==> src/rtl/mips_pkg.sv <==
// Shared pipeline constants: control-word bit positions and well-known encodings.
package mips_pkg;
    localparam int         CTRL_MEM_READ  = 3;
    localparam int         CTRL_REG_WRITE = 2;
    localparam logic [4:0] REG_ZERO       = 5'd0;
    localparam logic [7:0] CTRL_NOP       = 8'd0;
endpackage

==> src/rtl/id_ex_hazard.sv <==
// Load-use hazard detection and the ID stall request. Purely combinational.
module id_ex_hazard #(
    parameter int AW = 5
) (
    input  logic          rst_n,
    input  logic          ex_valid,
    input  logic          ex_mem_read,
    input  logic [AW-1:0] ex_wreg,
    input  logic          id_valid,
    input  logic [AW-1:0] id_rs,
    input  logic [AW-1:0] id_rt,
    input  logic          id_uses_rs,
    input  logic          id_uses_rt,
    input  logic          mem_stall,
    input  logic          flush,
    output logic          load_use,
    output logic          stall_id
);
    logic rs_hit;
    logic rt_hit;

    assign rs_hit   = id_uses_rs && (id_rs == ex_wreg);
    assign rt_hit   = id_uses_rt && (id_rt == ex_wreg);
    assign load_use = ex_valid && ex_mem_read && (ex_wreg != '0) && id_valid && (rs_hit || rt_hit);

    // Held low in reset so the front end never sees a stall from a pipe that is being cleared.
    assign stall_id = rst_n && !flush && (mem_stall || load_use);
endmodule

==> src/rtl/id_ex_pipe.sv <==
// ID/EX pipeline register with load-use bubbles, mispredict flush, stalled-operand
// refresh from write-back and saturating bubble/flush counters.
module id_ex_pipe
    import mips_pkg::*;
#(
    parameter int DW     = 32,
    parameter int AW     = 5,
    parameter int CTRL_W = 8,
    parameter int CNT_W  = 16
) (
    input  logic              clk,
    input  logic              rst_n,
    input  logic              id_valid,
    input  logic [AW-1:0]     id_rs,
    input  logic [AW-1:0]     id_rt,
    input  logic              id_uses_rs,
    input  logic              id_uses_rt,
    input  logic [AW-1:0]     id_wreg,
    input  logic [DW-1:0]     id_rdata1,
    input  logic [DW-1:0]     id_rdata2,
    input  logic [DW-1:0]     id_imm,
    input  logic [DW-1:0]     id_pc4,
    input  logic [CTRL_W-1:0] id_ctrl,
    input  logic              mem_stall,
    input  logic              flush,
    input  logic              wb_reg_write,
    input  logic [AW-1:0]     wb_wreg,
    input  logic [DW-1:0]     wb_wdata,
    output logic              ex_valid,
    output logic [AW-1:0]     ex_rs,
    output logic [AW-1:0]     ex_rt,
    output logic [AW-1:0]     ex_wreg,
    output logic [DW-1:0]     ex_rdata1,
    output logic [DW-1:0]     ex_rdata2,
    output logic [DW-1:0]     ex_imm,
    output logic [DW-1:0]     ex_pc4,
    output logic [CTRL_W-1:0] ex_ctrl,
    output logic              stall_id,
    output logic [CNT_W-1:0]  bubble_cnt,
    output logic [CNT_W-1:0]  flush_cnt
);
    logic load_use;
    logic wb_live;
    logic bubble_inc;
    logic flush_inc;

    id_ex_hazard #(.AW(AW)) u_hazard (
        .rst_n       (rst_n),
        .ex_valid    (ex_valid),
        .ex_mem_read (ex_ctrl[CTRL_MEM_READ]),
        .ex_wreg     (ex_wreg),
        .id_valid    (id_valid),
        .id_rs       (id_rs),
        .id_rt       (id_rt),
        .id_uses_rs  (id_uses_rs),
        .id_uses_rt  (id_uses_rt),
        .mem_stall   (mem_stall),
        .flush       (flush),
        .load_use    (load_use),
        .stall_id    (stall_id)
    );

    assign wb_live    = wb_reg_write && (wb_wreg != '0) && ex_valid;
    assign bubble_inc = !flush && !mem_stall && load_use;
    assign flush_inc  = flush && (ex_valid || id_valid);

    always_ff @(posedge clk or negedge rst_n) begin
        if (!rst_n) begin
            ex_valid  <= 1'b0;
            ex_rs     <= '0;
            ex_rt     <= '0;
            ex_wreg   <= '0;
            ex_rdata1 <= '0;
            ex_rdata2 <= '0;
            ex_imm    <= '0;
            ex_pc4    <= '0;
            ex_ctrl   <= '0;
        end else if (flush) begin
            ex_valid <= 1'b0;
            ex_ctrl  <= '0;
        end else if (mem_stall) begin
            // The reg-file bypass only covered the ID read, so a held instruction
            // would otherwise keep operands that write-back has since overwritten.
            if (wb_live && (wb_wreg == ex_rs)) ex_rdata1 <= wb_wdata;
            if (wb_live && (wb_wreg == ex_rt)) ex_rdata2 <= wb_wdata;
        end else if (load_use) begin
            ex_valid <= 1'b0;
            ex_ctrl  <= '0;
        end else begin
            ex_valid  <= id_valid;
            ex_rs     <= id_rs;
            ex_rt     <= id_rt;
            ex_wreg   <= id_wreg;
            ex_rdata1 <= id_rdata1;
            ex_rdata2 <= id_rdata2;
            ex_imm    <= id_imm;
            ex_pc4    <= id_pc4;
            ex_ctrl   <= id_valid ? id_ctrl : '0;
        end
    end

    always_ff @(posedge clk or negedge rst_n) begin
        if (!rst_n) begin
            bubble_cnt <= '0;
            flush_cnt  <= '0;
        end else begin
            if (bubble_inc && (bubble_cnt != '1)) bubble_cnt <= bubble_cnt + 1'b1;
            if (flush_inc && (flush_cnt != '1))   flush_cnt  <= flush_cnt + 1'b1;
        end
    end
endmodule
==> config.mk <==
export PLATFORM = sky130hd
export DESIGN_NAME = id_ex_pipe
export DESIGN_NICKNAME = d
export VERILOG_FILES = /design/src/rtl/mips_pkg.sv /design/src/rtl/id_ex_hazard.sv /design/src/rtl/id_ex_pipe.sv
export SDC_FILE = /design/constraint.sdc
export NUM_CORES = 1
export LEC_CHECK = 0
export ABC_AREA = 0
export CORE_AREA = 2 2 147 149
export CTS_BUF_LIST = sky130_fd_sc_hd__clkbuf_16
export CTS_CLUSTER_DIAMETER = 120
export DETAILED_ROUTE_END_ITERATION = 8
export DIE_AREA = 0 0 149 151
export GPL_TIMING_DRIVEN = 0
export PLACE_DENSITY_LB_ADDON = 0.08
export SLEW_MARGIN = 10
export SYNTH_ARGS = -nofsm -noshare
export SYNTH_HDL_FRONTEND = slang
export SYNTH_SLANG_ARGS = --single-unit
==> constraint.sdc <==
create_clock -name clk -period 5.4 [get_ports clk]
set_clock_uncertainty 0.15 [all_clocks]
set_input_delay 0.81 -clock clk [delete_from_list [all_inputs] [get_ports clk]]
set_output_delay 0.81 -clock clk [all_outputs]
set_load 0.03 [all_outputs]
# After elaboration in Yosys (flattened, before gate mapping)
# Index checks and enable logic that the tools add are counted.
[op_classes]
addsub = 2
n_eq_ne = 10
muxes = 13
bitwise = 3
n_reduce_logical = 27
[op_table]
columns = ["op", "n"]
rows = [
  ["32-bit two-way mux", 6],
  ["16-bit by 1-bit adder with 16-bit output (second input constant)", 2],
  ["8-bit two-way mux", 4],
  ["16-bit inequality test (second input constant)", 2],
  ["5-bit == test", 4],
  ["1-bit logical AND", 17],
  ["5-bit nonzero test", 2],
  ["3-bit AND reduction", 3],
  ["2-bit by 1-bit inequality test with 1-bit output (second input constant)", 3],
  ["1-bit logical OR", 3],
  ["1-bit two-way mux", 3],
  ["1-bit inverter", 3],
  ["1-bit logical NOT", 2],
  ["2-bit inequality test (second input constant)", 1],
]
[word_totals]
register_bits = 184
in_bits = 196
output_inout_bits = 185
word_cells = 66

# Depth between registers and ports, before layout
[depth]
depth_word = 7
depth_mapped = 7
depth_no_buf = 6

# Cells and area by module
# A second synthesis with hierarchy kept.
[hier_totals]
hier_cells = 842
hier_area_um2 = 8528.2
[modules_own_cells]
columns = ["mod", "instances", "cells_each", "area_per_inst_um2", "seq_area_each_um2"]
rows = [
  ["id_ex_pipe", 1, 822, 8358.0, 4604.4],
  ["id_ex_hazard", 1, 20, 170.2, 0.0],
]

# Worst setup path after synthesis
# No wires, ideal clock.
[synth_timing]
path_kind = "input port to output port"
from = "input id_rs[1]"
to = "output stall_id"
t_arrival_ns = 2.632
required_ns = 4.440
slack_ns = 1.808
cell_stages = 6
path_buffers = 1
path_cell_list = "xnor2_1 -> nand4_1 -> o22ai_2 -> clkbuf_1 -> a21oi_1 -> nor3b_1"
[synth_between]
elab_chain_cells = 6
[synth_rtl]
columns = ["item", "line", "rtl"]
rows = [
  ["from (decl)", "id_ex_pipe.sv:14", "input logic [AW-1:0] id_rs,"],
  ["5-bit == test", "id_ex_hazard.sv:22", "assign rs_hit = id_uses_rs && (id_rs == ex_wreg);"],
  ["1-bit logical AND", "id_ex_hazard.sv:22", ""],
  ["1-bit logical OR", "id_ex_hazard.sv:24", "assign load_use = ex_valid && ex_mem_read && (ex_wreg != '0) && id_valid && (rs_hit || rt_hit);"],
  ["1-bit logical AND", "id_ex_hazard.sv:24", ""],
  ["1-bit logical OR", "id_ex_hazard.sv:27", "assign stall_id = rst_n && !flush && (mem_stall || load_use);"],
  ["1-bit logical AND", "id_ex_hazard.sv:27", ""],
  ["to (decl)", "id_ex_pipe.sv:38", "output logic stall_id,"],
]
# Every way passes these cells.

# Final worst setup path
[layout_timing]
from = "input id_rs[2]"
to = "output stall_id"
# Same word-level chain as after synthesis.

==> metrics.md <==
| Metric | Value |
|---|---|
| Status | `finished clean` |
| DPL Wire Length | `19,190 µm` |
| VDD IR max | `0.2960 mV` |
| Startpoint Class | `input pin` |
| Hold_ws | `0.1902 ns` |
| Synthesized Nets | `884` |
| GR Overflow Total | `0` |
| Xor and xnor area share after synthesis | `0.05177` |
| Max-cap violations | `0` |
| Worst r2r path cells | `6` |
| Power per cell area | `326.5 nW/µm²` |
| Area leader, netlist | `dfrtp_1` |
| Die Span Y | `151 µm` |
| Vias in the first global route | `6,964` |
| Crit Path Category | `in2out` |
| TNS Setup | `0 ns` |
| H-tree Lvls | `4` |
| Worst-Margin Slew | `0.6680 ns` |
| TritonCTS Sinks | `184` |
| WP data required | `4.44 ns` |
| Worst EP arrival | `3.66 ns` |
| Headroom to the max-slew limit | `0.5546` |
| Post-Synth Adder-Cell Area | `0.003018` |
| Syn Std Cell Area | `8290 µm²` |
| Hold Crit Class | `in2async` |
| Seq cells post-synth | `184` |
| Initial antenna violation count | `1` |
| Post-synthesis compound-gate area fraction | `0.06973` |
| # IOs | `381` |
| Final Setup Violations | `0` |
| Synth Area in Simple Gates | `0.07063` |
| Crit Path Max Fanout | `10` |
| Final worst slack | `0.7775 ns` |
| Static Leak | `5.501 nW` |
| TritonCTS clock tree | `yes` |
| Fin. max-slew vios | `0` |
| DR WL/cell | `18.15 µm` |
| Port buffer count | `380` |
| Pre-CTS setup slack | `0.7916 ns` |
| DRT Pass-1 Iters | `4` |
| Critical path buffers and inverters | `3` |
| R2r endpoint | `ex_imm[25]` |
| Root Buffer | `clkbuf_16` |
| FMAX | `0.2163 GHz` |
| CP Capture Type | `output pin` |
| Drt via density | `4.896` |
| Ordered list of cells on the worst path | `clkdlybuf4s50_1 -> xnor2_1 -> nand4_1 -> o22ai_2 -> clkbuf_1 -> a21oi_1 -> nor3b_1 -> clkdlybuf4s50_1` |
| Clk buf depth | `2` |
| P&R area growth vs syn | `57.18%` |
| Total number of vias | `6,732` |
| Initial DRC count | `274` |
| Die area | `22,500 µm²` |
| CP top delay family | `buffers and inverters` |
| ANT nets after route | `0` |
| Synth cell count leaders | `dfrtp_1, mux2_2, inv_1, o21ai_0, nand2_1` |
| CP max stage cell | `clkdlybuf4s50_1` |
| Count of different cell masters after synthesis | `37` |
| Worst stage delay on the critical path | `0.76 ns` |
| Worst Setup SP | `id_rs[2]` |
| Tmin final | `4.623 ns` |
| Total Routed Length | `24,960 µm` |
| Starting Density | `0.3981` |
| Final Hold Viols | `0` |
| TritonCTS Buffers | `17` |
| All-Layer GR Usage | `0.2237` |
| Seq/Total Area, Yosys | `0.5554` |
| Nets | `1,284` |
| Cell with the most instances after synthesis | `dfrtp_1` |
| Synth top area share | `0.5554` |
| Setup repair after global routing missed its margin | `no` |
| Post-Synthesis Cells | `686` |
| R2r setup slk | `2.71 ns` |
| EDFF count, synth | `0` |
| Clock transition at path regs | `0.07 ns` |
| Mux share of post-synthesis cell area | `0.1970` |
| Share of cells above drive strength 1 | `0.1702` |
| Prevailing post-synth register cell | `dfrtp_1` |
| Yosys warns | `0` |
| Residual DRC | `0` |
| Post_cts resized | `0` |
| Largest family of logic cells by synthesized area | `multiplexers` |
| Wire length of the first global-routing pass | `38,470 µm` |
| WP depth | `8` |
| Final worst-path cycle share | `0.8560` |
| Postcts setup bufs | `0` |
| CTS Hold Bufs | `0` |
| Worst reg2reg startpoint | `ex_wreg[2]` |
| Fraction of registers with async set/reset | `1.000` |
| Avg Cell Area, Syn | `12.09 µm²` |
| Area of the core | `20,820 µm²` |
| # rows | `53` |
| Clk_lat worst skew | `0.43 ns` |
| Die width | `149 µm` |
| Routability congestion estimate | `0.8126` |
| Largest net degree at the start of global routing | `107` |
| Crit-path most repeated cell | `clkdlybuf4s50_1` |
| Critical path destination | `stall_id` |
| Synth area leaders | `dfrtp_1, mux2_2, o21ai_0, xnor2_1, inv_1` |
==> where the power goes <==
| group | internal, mW | leakage, nW | switching, mW |
|---|---|---|---|
| Sequential | 1.57 | 2.25 | 0.133 |
| Combinational | 0.650 | 2.97 | 0.704 |
| Clock | 0.611 | 0.277 | 0.586 |
| Total | 2.83 | 5.50 | 1.42 |
==> sequential cells by signal, summed over array words and instances (netlist names) <==
name / count
ex_imm: 32
ex_valid: 1
ex_pc4: 32
ex_wreg: 5
ex_rt: 5
ex_rdata1: 32
ex_rdata2: 32
ex_ctrl: 8
flush_cnt: 16
bubble_cnt: 16
ex_rs: 5
==> worst min path at each step <==
stage / end / slack, ns / cells past startpoint
final: ex_rdata2[13] / 0.19 / 1
after detailed placement: ex_rdata1[18] / 0.32 / 1
after floorplan: ex_ctrl[3] / 0.33 / 1
after global placement: ex_rdata2[22] / 0.32 / 1
after CTS: ex_rdata2[13] / 0.22 / 1
after global routing: ex_rdata2[13] / 0.23 / 1
==> worst reg2reg max path: cells and delay by family, from the launching register on <==
family / cells / cell delay, ns
compound gates: 2 / 0.63
simple gates: 1 / 0.58
flops: 1 / 0.46
buf+inv: 2 / 0.40
mux: 1 / 0.35
==> through the flow <==
step | util | instances | area, µm² | power (mW)
finish | 0.6258 | 1375 | 13030 | 4.255
CTS | 0.6257 | 1374 | 13030 | 4.310
floorplan | - | 686 | 8290 | 2.405
global placement | 0.5973 | 1341 | 12440 | 3.083
detailed placement | 0.5989 | 1342 | 12470 | 3.096
global route | 0.6258 | 1375 | 13030 | 4.457
==> logic make-up after synthesis <==
| logic type | after synthesis |
|---|---|
| adder cells (fa/ha/maj) | 2 |
| flip-flops | 184 |
| AO/OA/AOI/OAI | 92 |
| XOR/XNOR | 49 |
| AND/OR/NAND/NOR | 117 |
| buffers and inverters | 97 |
| multiplexers | 145 |
==> area by class of cell <==
cell class                 count  area (µm²)
inverter                      67       251.5
timing repair buffer         381        3836
tap                          275       344.1
buffer                        30       183.9
antenna                        1       2.502
clock inverter                15       132.6
sequential                   184        4604
multi-input combinational    405        3251
fill                        1739        7791
clock buffer                  17       425.4
==> placed cells by master (no fill, tap or decap), drive strengths merged <==
cell type	instances
a22o	1
inv	77
o311ai	1
nand4b	2
buf	20
clkinvlp	1
xnor2	36
nand4	22
nand2	47
a32o	8
ha	2
or4	1
dfrtp	184
nor4	2
o21ai	66
mux2	145
a31oi	4
nand3	10
or2	2
o22ai	1
a41oi	2
diode	1
o21a	3
clkinv	4
nor2	11
nor4b	2
nor3b	3
nor2b	1
a21oi	6
and4	2
clkbuf	29
clkdlybuf4s50	379
and3	5
nor3	7
xor2	13
==> metal layers <==
| metal | GRT usage | up-vias | share of wire | wire (µm) |
|---|---|---|---|---|
| li1 | - | 3178 | - | - |
| met1 | 0.2620 | 3264 | 0.39 | 9816 |
| met2 | 0.3790 | 253 | 0.49 | 12210 |
| met3 | 0.08313 | 37 | 0.093 | 2330 |
| met4 | 0.07857 | 0 | 0.024 | 597 |
| met5 | 0 | - | 0 | 0 |
No activity file was read; power rests on OpenSTA's default activity.
